File: src/rtl/uart_pkg.sv
// Shared state encoding, line levels and sizing helper for the UART TX serializer.
package uart_pkg;

    localparam int unsigned UART_DATA_BITS = 8;

    localparam logic START_BIT  = 1'b0;
    localparam logic STOP_BIT   = 1'b1;
    localparam logic IDLE_LEVEL = 1'b1;

    typedef enum logic [2:0] {
        IDLE,
        FETCH,
        LOAD,
        START,
        DATA,
        STOP
    } state_e;

    function automatic int unsigned calc_bytes(input int unsigned width);
        return width / UART_DATA_BITS;
    endfunction

endpackage

File: src/rtl/uart_tx_serializer_if.sv
// FIFO read-side handshake between the TX FIFO and the UART serializer.
interface uart_tx_serializer_if #(
    parameter int unsigned WIDTH = 32
);
    logic             eflag;
    logic [WIDTH-1:0] rdata;
    logic             ren;

    // master: the serializer pulling words; slave: the FIFO read port.
    modport master (input eflag, input rdata, output ren);
    modport slave  (output eflag, output rdata, input ren);
endinterface

File: src/rtl/uart_baud_gen.sv
// Bit-period divider: tick marks the last clock of each UART bit; restart re-aligns it.
module uart_baud_gen #(
    parameter int unsigned CLKS_PER_BIT = 16
) (
    input  logic r_clk,
    input  logic reset,
    input  logic restart,
    output logic tick
);
    localparam int unsigned         DIV_W    = $clog2(CLKS_PER_BIT);
    localparam logic [DIV_W-1:0]    DIV_LAST = DIV_W'(CLKS_PER_BIT - 1);

    logic [DIV_W-1:0] r_div;

    always_ff @(posedge r_clk or posedge reset) begin
        if (reset) begin
            r_div <= '0;
        end else if (restart || (r_div == DIV_LAST)) begin
            r_div <= '0;
        end else begin
            r_div <= r_div + DIV_W'(1);
        end
    end

    assign tick = (r_div == DIV_LAST);

endmodule

File: src/rtl/uart_tx_serializer.sv
// Pops WIDTH-bit words from the TX FIFO and sends them as BYTES 8N1 frames, LS byte first.
module uart_tx_serializer
    import uart_pkg::*;
#(
    parameter int unsigned WIDTH        = 32,
    parameter int unsigned CLKS_PER_BIT = 16
) (
    input  logic                 r_clk,
    input  logic                 reset,
    uart_tx_serializer_if.master fifo,
    output logic                 tx,
    output logic                 busy,
    output logic                 word_done
);
    localparam int unsigned             BYTES      = calc_bytes(WIDTH);
    localparam int unsigned             BYTE_CNT_W = $clog2(BYTES) + 1;
    localparam logic [BYTE_CNT_W-1:0]   LAST_BYTE  = BYTE_CNT_W'(BYTES - 1);
    localparam logic [2:0]              LAST_BIT   = 3'(UART_DATA_BITS - 1);

    state_e                r_state;
    state_e                w_state_nxt;
    logic [WIDTH-1:0]      r_shift;
    logic [WIDTH-1:0]      w_shift_nxt;
    logic [BYTE_CNT_W-1:0] r_byte_cnt;
    logic [BYTE_CNT_W-1:0] w_byte_cnt_nxt;
    logic [2:0]            r_bit_cnt;
    logic [2:0]            w_bit_cnt_nxt;
    logic                  r_tx;
    logic                  w_tx_nxt;
    logic                  r_busy;
    logic                  w_tick;
    logic                  w_restart;

    // Every state change re-aligns the bit period so each START/DATA/STOP entry starts at count 0.
    assign w_restart = (w_state_nxt != r_state);

    uart_baud_gen #(
        .CLKS_PER_BIT (CLKS_PER_BIT)
    ) u_baud_gen (
        .r_clk   (r_clk),
        .reset   (reset),
        .restart (w_restart),
        .tick    (w_tick)
    );

    always_ff @(posedge r_clk or posedge reset) begin
        if (reset) begin
            r_state <= IDLE;
        end else begin
            r_state <= w_state_nxt;
        end
    end

    always_comb begin
        w_state_nxt    = r_state;
        w_shift_nxt    = r_shift;
        w_byte_cnt_nxt = r_byte_cnt;
        w_bit_cnt_nxt  = r_bit_cnt;
        w_tx_nxt       = IDLE_LEVEL;
        word_done      = 1'b0;

        case (r_state)
            IDLE: begin
                if (!fifo.eflag) begin
                    w_state_nxt = FETCH;
                end
            end
            FETCH: begin
                w_state_nxt = LOAD;
            end
            LOAD: begin
                w_shift_nxt    = fifo.rdata;
                w_byte_cnt_nxt = '0;
                w_state_nxt    = START;
            end
            START: begin
                if (w_tick) begin
                    w_bit_cnt_nxt = '0;
                    w_state_nxt   = DATA;
                end
            end
            DATA: begin
                // Shifting after bit 7 too leaves the next byte's bit 0 at the bottom.
                if (w_tick) begin
                    w_shift_nxt = r_shift >> 1;
                    if (r_bit_cnt == LAST_BIT) begin
                        w_state_nxt = STOP;
                    end else begin
                        w_bit_cnt_nxt = r_bit_cnt + 3'd1;
                    end
                end
            end
            STOP: begin
                if (w_tick) begin
                    if (r_byte_cnt < LAST_BYTE) begin
                        w_byte_cnt_nxt = r_byte_cnt + BYTE_CNT_W'(1);
                        w_state_nxt    = START;
                    end else begin
                        word_done   = 1'b1;
                        w_state_nxt = fifo.eflag ? IDLE : FETCH;
                    end
                end
            end
            default: begin
                w_state_nxt = IDLE;
            end
        endcase

        // Line level is computed for the upcoming state so the registered tx lines up with it.
        case (w_state_nxt)
            START:   w_tx_nxt = START_BIT;
            DATA:    w_tx_nxt = w_shift_nxt[0];
            STOP:    w_tx_nxt = STOP_BIT;
            default: w_tx_nxt = IDLE_LEVEL;
        endcase
    end

    always_ff @(posedge r_clk or posedge reset) begin
        if (reset) begin
            r_shift    <= '0;
            r_byte_cnt <= '0;
            r_bit_cnt  <= '0;
            r_tx       <= IDLE_LEVEL;
            r_busy     <= 1'b0;
        end else begin
            r_shift    <= w_shift_nxt;
            r_byte_cnt <= w_byte_cnt_nxt;
            r_bit_cnt  <= w_bit_cnt_nxt;
            r_tx       <= w_tx_nxt;
            r_busy     <= (w_state_nxt != IDLE);
        end
    end

    assign fifo.ren = (r_state == FETCH);
    assign tx       = r_tx;
    assign busy     = r_busy;

endmodule

File: src/flat_wrapper.sv
// flat-port wrapper written by rule: the top's interface ports become plain ports
module uart_tx_serializer_flat import uart_pkg::*;
#(
    parameter int unsigned WIDTH        = 32,
    parameter int unsigned CLKS_PER_BIT = 16
)
  (r_clk, reset, tx, busy, word_done, fifo_eflag, fifo_rdata, fifo_ren);
  uart_tx_serializer_if #(.WIDTH(WIDTH)) fifo_i ();
  input  logic r_clk;
  input  logic reset;
  output logic tx;
  output logic busy;
  output logic word_done;
  input wire logic [$bits(fifo_i.eflag)-1:0] fifo_eflag;
  input wire logic [$bits(fifo_i.rdata)-1:0] fifo_rdata;
  output wire logic [$bits(fifo_i.ren)-1:0] fifo_ren;
  assign fifo_i.eflag = fifo_eflag;
  assign fifo_i.rdata = fifo_rdata;
  assign fifo_ren = fifo_i.ren;
  uart_tx_serializer #(.WIDTH(WIDTH), .CLKS_PER_BIT(CLKS_PER_BIT)) u_core (.r_clk(r_clk), .reset(reset), .fifo(fifo_i), .tx(tx), .busy(busy), .word_done(word_done));
endmodule
File: config.mk
export PLATFORM = sky130hd
export DESIGN_NAME = uart_tx_serializer_flat
export DESIGN_NICKNAME = d
export VERILOG_FILES = /design/src/rtl/uart_pkg.sv /design/src/rtl/uart_tx_serializer_if.sv /design/src/rtl/uart_baud_gen.sv /design/src/rtl/uart_tx_serializer.sv /design/src/flat_wrapper.sv
export SDC_FILE = /design/constraint.sdc
export NUM_CORES = 1
export LEC_CHECK = 0
export CORE_MARGIN = 1
export CORE_UTILIZATION = 58
export DETAILED_ROUTE_END_ITERATION = 10
export DONT_BUFFER_PORTS = 1
export GPL_TIMING_DRIVEN = 0
export PLACE_DENSITY_LB_ADDON = 0.2
export SYNTH_ARGS = -nofsm -noshare
export SYNTH_HDL_FRONTEND = slang
export SYNTH_SLANG_ARGS = --single-unit
File: constraint.sdc
create_clock -name r_clk -period 2.7 [get_ports r_clk]
set_clock_uncertainty 0.05 [all_clocks]
set_input_delay 0.27 -clock r_clk [delete_from_list [all_inputs] [get_ports r_clk]]
set_output_delay 0.27 -clock r_clk [all_outputs]
set_load 0.01 [all_outputs]
* After elaboration in Yosys (flattened, before gate mapping)
Cells that the tools add are included.
** Operators by class
- Reduce and logical (&&, ||, !) cells :: 9
- Multiplexer cells :: 22
- Add/subtract/negate cells :: 3
- Equality and inequality tests :: 15
- Order comparisons :: 1
** Operator list (number)
- one-hot mux 32 bit (2 select lines) :: 1
- two-way mux 3 bit :: 11
- two-way mux 32 bit :: 1
- one-hot mux 3 bit (6 select lines) :: 1
- equality test 3 bit, second input constant :: 4
- one-hot mux 3 bit (2 select lines) :: 2
- equality test 3 x 2 -> 1 bit, second input constant :: 3
- != test 2 bit, second input constant :: 4
- adder 3 x 1 -> 3 bit, second input constant :: 2
- nonzero test 2 bit :: 3
- adder 4 x 1 -> 4 bit, second input constant :: 1
- equality test 4 bit, second input constant :: 1
- two-way mux 1 bit :: 4
- two-way mux 4 bit :: 1
- AND reduction 4 bit :: 1
- equality test 3 x 1 -> 1 bit, second input constant :: 1
- logical NOT 3 bit :: 1
- less-than comparator 3 x 2 -> 1 bit, second input constant :: 1
- != test 3 bit :: 1
- AND reduction 3 bit :: 1
- nonzero test 3 bit :: 1
- != test 2 x 1 -> 1 bit, second input constant :: 1
- one-hot mux 1 bit (2 select lines) :: 1
- AND reduction 2 bit :: 1
- logical OR 1 bit :: 1
** Word-level totals
- Word-level logic and storage cells :: 58
- Output and inout bits :: 4
- Register bits :: 47

* Longest topological paths before layout
Gate-level depths: netlist (run 1).
- Word-level depth :: 7
- Gate-level depth with buffers :: 6

* Hierarchy
Synthesis (run 1) repeated with hierarchy kept, for this count alone.
** Unflattened totals
- Cells, all modules :: 229
- Area, all modules :: 2242.2 µm²
** Modules (own cells, without submodules)
- uart_tx_serializer :: cells each 215, area an instance 2067.0 µm², times used 1, sequential area each 1077.3 µm²
- uart_baud_gen :: cells each 14, area an instance 175.2 µm², times used 1, sequential area each 100.1 µm²

* Worst setup path after synthesis (run 1)
Ideal clock, no wire load.
- Kind :: register to register
- From :: register u_core.u_baud_gen.r_div[0]
- To :: register u_core.r_tx, in the netlist u_core.tx
- Setup time :: 0.083 ns
- Cell stages (with the launch flop) :: 6
- Buffers on the path :: 0
- Setup slack :: 0.879 ns
- Period minus slack after synthesis :: 1.821 ns
- Arrival time :: 1.687 ns
- Data required time :: 2.567 ns
- Cells stage by stage :: dfrtp_1 ha_1 nand3_4 o31a_4 a221o_1 o311a_1
** RTL lines
- from (decl) :: line uart_baud_gen.sv:13 : logic [DIV_W-1:0] r_div;
- from (signal assigned) :: line uart_baud_gen.sv:21 : r_div <= r_div + DIV_W'(1);
- equality test 4 bit :: line uart_baud_gen.sv:25 : assign tick = (r_div == DIV_LAST);
- two-way mux 32 bit :: line uart_tx_serializer.sv:84 : if (w_tick) begin
- one-hot mux 32 bit (2 select lines) :: line uart_tx_serializer.sv:62 : case (r_state)
- named net u_core.w_shift_nxt[0] :: line uart_tx_serializer.sv:23 : logic [WIDTH-1:0] w_shift_nxt;
- one-hot mux 1 bit (2 select lines) :: line uart_tx_serializer.sv:110 : case (w_state_nxt)
- named net u_core.w_tx_nxt :: line uart_tx_serializer.sv:29 : logic w_tx_nxt;
- to (signal assigned) :: line uart_tx_serializer.sv:129 : r_tx <= w_tx_nxt;
- to (decl) :: line uart_tx_serializer.sv:28 : logic r_tx;
The timed path passes the listed nets, and every way through them passes these cells. The select of a mux whose other input is x is not followed.
A chain may end at the register's enable or synchronous reset.

* Final worst setup path (run 1)
- From :: register u_core.u_baud_gen.r_div[0]
- To :: register u_core.r_shift[2]
** Between the ends
- Longest elaborated chain between the ends :: 3
** RTL lines
- equality test 4 bit :: line uart_baud_gen.sv:25
- != test 2 bit (no source line)
- AND reduction 2 bit (no source line)
- to (signal assigned) :: line uart_tx_serializer.sv:126 : r_shift <= w_shift_nxt;
- to (decl) :: line uart_tx_serializer.sv:22 : logic [WIDTH-1:0] r_shift;
No other way between the ends.

==> results of run 1 <==
[placed cells by master (no fill, tap or decap), types with 2 or more instances in the layout]
| master | count |
|---|---|
| and3_1 | 2 |
| a22o_1 | 2 |
| buf_2 | 5 |
| nor2_1 | 6 |
| o21ai_0 | 5 |
| mux2_2 | 2 |
| ha_1 | 4 |
| a21oi_1 | 5 |
| nand3_1 | 3 |
| a221o_1 | 2 |
| nor3_1 | 3 |
| dfrtp_1 | 46 |
| clkbuf_1 | 7 |
| nand2b_1 | 3 |
| nand2_1 | 66 |
| a22oi_1 | 30 |
| inv_1 | 4 |
| clkbuf_8 | 6 |
[area by class of cell]
class / instances / area [sq um]
sequential: 47 / 1180
fill: 284 / 1110
multi-input combinational: 153 / 902
clock buffer: 6 / 82.6
tap: 46 / 57.6
buffer: 12 / 51.3
clock inverter: 2 / 38.8
inverter: 5 / 18.8
[worst max-delay path, cell delays in order, from the launching register on]
cell,delay [ps]
dfrtp_1,370
ha_1,270
nand3_4,160
nor3_1,650
buf_2,350
a22oi_1,120
nand2_1,90
[metal layers]
layer / up-vias / part of all wire [%] / wire length, um
met3: 6 / 6.8 / 300
met4: 0 / 1.2 / 55
met5: - / 0 / 0
met1: 798 / 42 / 1870
li1: 775 / - / -
met2: 69 / 50 / 2190
[how the worst min path moves through the flow]
stage	from	endpoint	slack [ps]
finish	reset	u_core.r_shift[10]$_DFFE_PP0P_	-20
global route	fifo_rdata[28]	u_core.r_shift[28]$_DFFE_PP0P_	30
CTS	reset	u_core.r_byte_cnt[0]$_DFFE_PP0P_	20
detailed placement	fifo_rdata[31]	u_core.r_shift[31]$_DFFE_PP0P_	350
global placement	fifo_rdata[31]	u_core.r_shift[31]$_DFFE_PP0P_	350
floorplan	fifo_rdata[31]	u_core.r_shift[31]$_DFFE_PP0P_	340
[power groups by stage]
stage | combinational, mW | clock (mW) | sequential, mW
floorplan | 0.562 | 0 | 1.13
global placement | 0.659 | 0 | 1.15
detailed placement | 0.700 | 0 | 1.17
CTS | 0.706 | 0.558 | 1.16
global route | 0.813 | 0.582 | 1.19
finish | 0.697 | 0.547 | 1.16
[through the flow]
step | utilization (%) | hold WS (ps) | cell area [sq um]
after global routing | 67.6 | 27.0 | 2330
after detailed placement | 64.1 | 354 | 2210
final | 67.6 | -17.5 | 2330
after floorplan | - | 337 | 2150
after global placement | 64.1 | 350 | 2210
after CTS | 67.6 | 24.4 | 2330
[state kept, by name, summed over array words and instances (netlist names)]
name and cells:
u_core.busy 1, u_core.tx 1, u_core.r_state 3, u_core.r_shift 32, u_core.r_byte_cnt 3, u_core.r_bit_cnt 3, u_core.u_baud_gen.r_div 4
[kinds of logic (layout without fill, tap and decap cells)]
logic type / count (synthesis) / count (layout)
compound gates: 53 / 53
simple gates: 92 / 92
xor+xnor: 2 / 2
mux: 2 / 2
fa+ha+maj: 4 / 4
buf+inv: 17 / 25
flops: 47 / 47
==> flow_summary.ini, run 1 <==
[clock_tree]
postCtsHoldBufs = 0
root_buffer = clkbuf_8
numCtsBuffers = 5
cts_tree = yes
h-tree-depth = 2
clkSinkCount = 47
cts_setup_buffers = 0
clk_latency_ps = 310
cts.clk_slew.worst_paths_ps = 90
cts_max_path_buffers = 2
cts_resized = 0

[routing]
drcViolationCount = 0
firstDrtPassIters = 5
drt-initial-drc-count = 103
vias_per_cell = 6.08
drt_wl_total_um = 4410
via_count = 1648
detail-route-antenna-nets = 0
wl_per_cell_um = 16.3

[synth]
ys_types = 38
yosysSeqAreaShare_pct = 54.8
synthTopCellsByCount = nand2_1, dfrtp_1, a22oi_1, clkbuf_1, nor2_1
netlist_instances = 217
synthTopCellsByArea = dfrtp_1, nand2_1, a22oi_1, ha_1, clkbuf_1
yosys.area.top_type = dfrtp_1
yosys_warnings = 0
synth_top_area_share_pct = 53.6
synth_edf_count = 0
synth_xor_area_share_pct = 0.815
syn_avg_cell_area_sq_um = 9.91
synthesis.nets = 256
synth_compound_area_share_pct = 18.5
synth_top_family_by_area = simple AND/OR/NAND/NOR gates
async_flop_share_pct = 100
synth_mux_area_share_pct = 1.05
netlist_area_sq_mm = 0.00215
yosysMostFrequentCell = nand2_1
ys_ff_latch = 47
synth_ff_type = dfrtp_1
synthSimpleGateAreaFrac_pct = 19.3
synthAdderAreaFrac_pct = 2.33

[critical_path]
crit_arrival_ps = 2320
crit_type = flop to flop
cp-end-kind = flop
critPathLaunch = u_core.u_baud_gen.r_div[0]$_DFF_PP0_
crit_end = u_core.r_shift[2]$_DFFE_PP0P_
reg2reg_to = u_core.r_shift[2]$_DFFE_PP0P_
crit_required_ps = 2900
crit_path_start_kind = flop
rr_worst_depth = 6
r2r_setup_slack_ps = 580
timing.rr.start = u_core.u_baud_gen.r_div[0]$_DFF_PP0_
cp_max_fo = 10

[power]
p_int_mw = 1.57
ir_drop_mv = 0.618
pwr-share-comb_pct = 29.0
p_leak_nw = 1.16
p_sw_uw = 837
finalPower_mw = 2.41
p_per_area_mw_per_mm2 = 1030
power.share.clock_pct = 22.7
switching_share_pct = 34.8
seqPwrFrac_pct = 48.3

[placement]
gp_congestion = 0.837
dp.cells = 263
pre_cts_ws_ps = 618
portBuffers = 0
hpwlAfterDp_um = 3040

[global_route]
track_usage_pct = 24.9
grt_max_degree = 48
busiest_layer = met2
grt_use_met3_pct = 7.66
antenna_found_initial = 0
grt_pass1_wl_um = 7580
grt_use_met2_pct = 39.0
grt-ovfl-total = 0
use_met1_pct = 32.0
grt_pass1_vias = 1676

[timing]
finalSetupViolCount = 0
fmax_mhz = 471
tns_ps = 0
finalCriticalPeriod_ps = 2120
slew_viol_final = 0
worst_pin_slew_ps = 929
hold_viol_final = 14
finalCritPeriodShare_pct = 78.6
maxSlewHeadroom_pct = 38.0
holdWs_ps = -17.5
rsz0062_at_grt = false
setup_ws_ps = 578

[status]
status = finished, violations left
violations = negative hold slack

[floorplanning]
coreArea_sq_mm = 0.00344
start_util_pct = 62.5
dieArea_sq_mm = 0.00395
die_h_um = 62.9
rows = 21
die_x_um = 62.9
pin_count = 39

[run]
cap_violations = 0

[cells_and_area]
final_nets = 263
antenna_cells = 0
layout-drive-gt1-share_pct = 9.33
syn2layout_area_growth_pct = 8.32
fin_cells = 271

[hold_path]
min_path_type = input pin to async pin
Power figures use the tool's default switching activity.
==> inputs of run 2 (changes only) <==
--- a/config.mk
+++ b/config.mk
@@ -6,7 +6,7 @@
 export NUM_CORES = 1
 export LEC_CHECK = 0
 export CORE_MARGIN = 1
-export CORE_UTILIZATION = 58
+export CORE_UTILIZATION = 56
 export DETAILED_ROUTE_END_ITERATION = 10
 export DONT_BUFFER_PORTS = 1
 export GPL_TIMING_DRIVEN = 0
==> constraint.sdc (replaced) <==
create_clock -name r_clk -period 1.9 [get_ports r_clk]
set_clock_uncertainty 0.05 [all_clocks]
set_input_delay 0.19 -clock r_clk [delete_from_list [all_inputs] [get_ports r_clk]]
set_output_delay 0.19 -clock r_clk [all_outputs]
set_load 0.01 [all_outputs]
==> flow_summary.ini, run 2 (synthesized netlist as in run 1, its figures left out) <==
[critical_path]
critPathLaunch = u_core.u_baud_gen.r_div[1]$_DFF_PP0_
timing.rr.start = u_core.u_baud_gen.r_div[1]$_DFF_PP0_
crit_type = flop to flop
cp-end-kind = flop
crit_path_start_kind = flop
r2r_setup_slack_ps = 60
crit_arrival_ps = 2020
cp_slowest_cell = dfrtp_1
crit_required_ps = 2080
path_cells = ha_4 -> nand3_4 -> o31a_4 -> a221o_1 -> o311a_1
critPathMaxStageDelay_ps = 410
cp_max_fo = 8

[routing]
vias_per_cell = 5.79
firstDrtPassIters = 4
drt_wl_total_um = 4920
detail-route-antenna-nets = 0
via_count = 1806
wl_per_cell_um = 15.8
drcViolationCount = 0
drt-initial-drc-count = 114

[timing]
worst_pin_slew_ps = 545
rsz0062_at_grt = true
hold_viol_final = 0
finalCritPeriodShare_pct = 96.6
finalCriticalPeriod_ps = 1840
maxSlewHeadroom_pct = 63.7
finalSetupViolCount = 0
setup_ws_ps = 64.0
fmax_mhz = 545
slew_viol_final = 0

[cells_and_area]
mostFrequentLayoutCell = nand2_1
multiInputGateArea_sq_um = 926
final_nets = 302
num-fill-cells = 257
antenna_cells = 0
regArea_sq_mm = 0.00118
syn2layout_area_growth_pct = 27.2
layout-drive-gt1-share_pct = 13.3
top_register = u_core.r_shift
top_regs = u_core.r_shift x32, u_core.u_baud_gen.r_div x4
largest_reg_flops = 32
utilization_pct = 74.7
final_cell_mix = nand2_1, dfrtp_1, dlygate4sd3_1, a22oi_1, buf_4

[hold_path]
min_path_type = input pin to flop
min_from = fifo_rdata[0]

[global_route]
grt_pass1_vias = 1834
antenna_found_initial = 0
track_usage_pct = 27.4
grt-ovfl-total = 0
grt_pass1_wl_um = 8470
grt_max_degree = 29

[status]
status = finished clean

[clock_tree]
numCtsBuffers = 5
cts.clk_slew.worst_paths_ps = 90
cts_tree = yes
h-tree-depth = 2
clkSinkCount = 47
clk_latency_ps = 300
cts_max_path_buffers = 2
root_buffer = clkbuf_8

[placement]
pre_cts_ws_ps = -174
gp_congestion = 0.865
hpwlAfterDp_um = 2990
portBuffers = 0

[power]
pwr-share-comb_pct = 33.3
switching_share_pct = 35.4
ir_drop_mv = 0.814
p_leak_nw = 1.33
power.share.clock_pct = 18.9
p_per_area_mw_per_mm2 = 1290
seqPwrFrac_pct = 47.8
p_sw_mw = 1.25
p_int_mw = 2.27

[floorplanning]
die_x_um = 64.0
start_util_pct = 58.7
die_h_um = 64.0
coreArea_sq_mm = 0.00366
pin_count = 39
dieArea_sq_mm = 0.00409
rows = 22

[run]
cap_violations = 0
run 2: cell count changes in the layout (fill, tap and decap cells not counted), sizes merged:
| cell | change |
|---|---|
| dlygate4sd3 | +32 |
| buf | +7 |
| bufinv | -1 |
| clkbuf | +1 |
| clkinvlp | +1 |
| inv | -1 |
run 2: layout make-up:
| type | count | area share [%] |
|---|---|---|
| well taps | 48 | 2.20 |
| clock buffers | 7 | 3.52 |
| plain buffers | 11 | 1.97 |
| repair buffers | 40 | 14.4 |
| flip-flops and latches | 47 | 43.1 |
| inverters | 5 | 0.686 |
| clock inverters | 1 | 0.275 |
| multi-input cells | 153 | 33.9 |
run 2: timing repair:
item | 4_1_cts | 5_1_grt
endpoints found under the setup margin | 33 | 32
pin swaps | 0 | 5
resized for setup | 7 | 6
endpoints found under the hold margin | 50 | 0
hold buffers | 32 | 0
setup buffers | 2 | 5
run 2: worst paths after layout:
| path | to | cells past startpoint |
|---|---|---|
| max | u_core.tx$_DFF_PP1_ | 5 |
| min | u_core.r_shift[0]$_DFF_PP0_ | 2 |
| max reg2reg | u_core.tx$_DFF_PP1_ | 5 |
| min reg2reg | u_core.r_shift[27]$_DFFE_PP0P_ | 2 |
| max in group asynchronous | u_core.tx$_DFF_PP1_ | 3 |
| min in group asynchronous | u_core.busy$_DFF_PP0_ | 2 |
run 2: metrics by stage:
step	TNS, ps	instances	area [sq um]	total power [mW]	hold slack (ps)
2_1_floorplan	0	217	2150	2.40	257
5_1_grt	-51.4	312	2730	3.79	113
4_1_cts	0	307	2690	3.45	93.4
3_3_place_gp	-2060	265	2210	2.57	271
3_5_place_dp	-4870	266	2230	2.66	52.4
6_report	0	312	2730	3.52	93.9
run 2: power groups by stage:
| stage | clock, mW | combinational [mW] | sequential (mW) |
|---|---|---|---|
| 6_report | 0.664 | 1.17 | 1.68 |
| 5_1_grt | 0.725 | 1.34 | 1.73 |
| 3_5_place_dp | 0 | 0.985 | 1.67 |
| 4_1_cts | 0.671 | 1.11 | 1.66 |
| 2_1_floorplan | 0 | 0.798 | 1.60 |
| 3_3_place_gp | 0 | 0.929 | 1.64 |
run 2: layer usage:
metal  wire [um]  up-vias  part of all wire [%]  global-route usage (%)
met3         263       11                   5.3                    7.68
met5           0        -                     0                       0
li1            -      858                     -                       -
met2        2520       57                    51                    43.4
met1        2050      880                    42                    35.4
met4          95        0                   1.9                    11.1
run 2: critical path: cells and delay by family (launching register included):
family          cells  cell delay [ps]
simple gates        1              120
flops               1              410
fa+ha+maj           1              190
compound gates      3              990
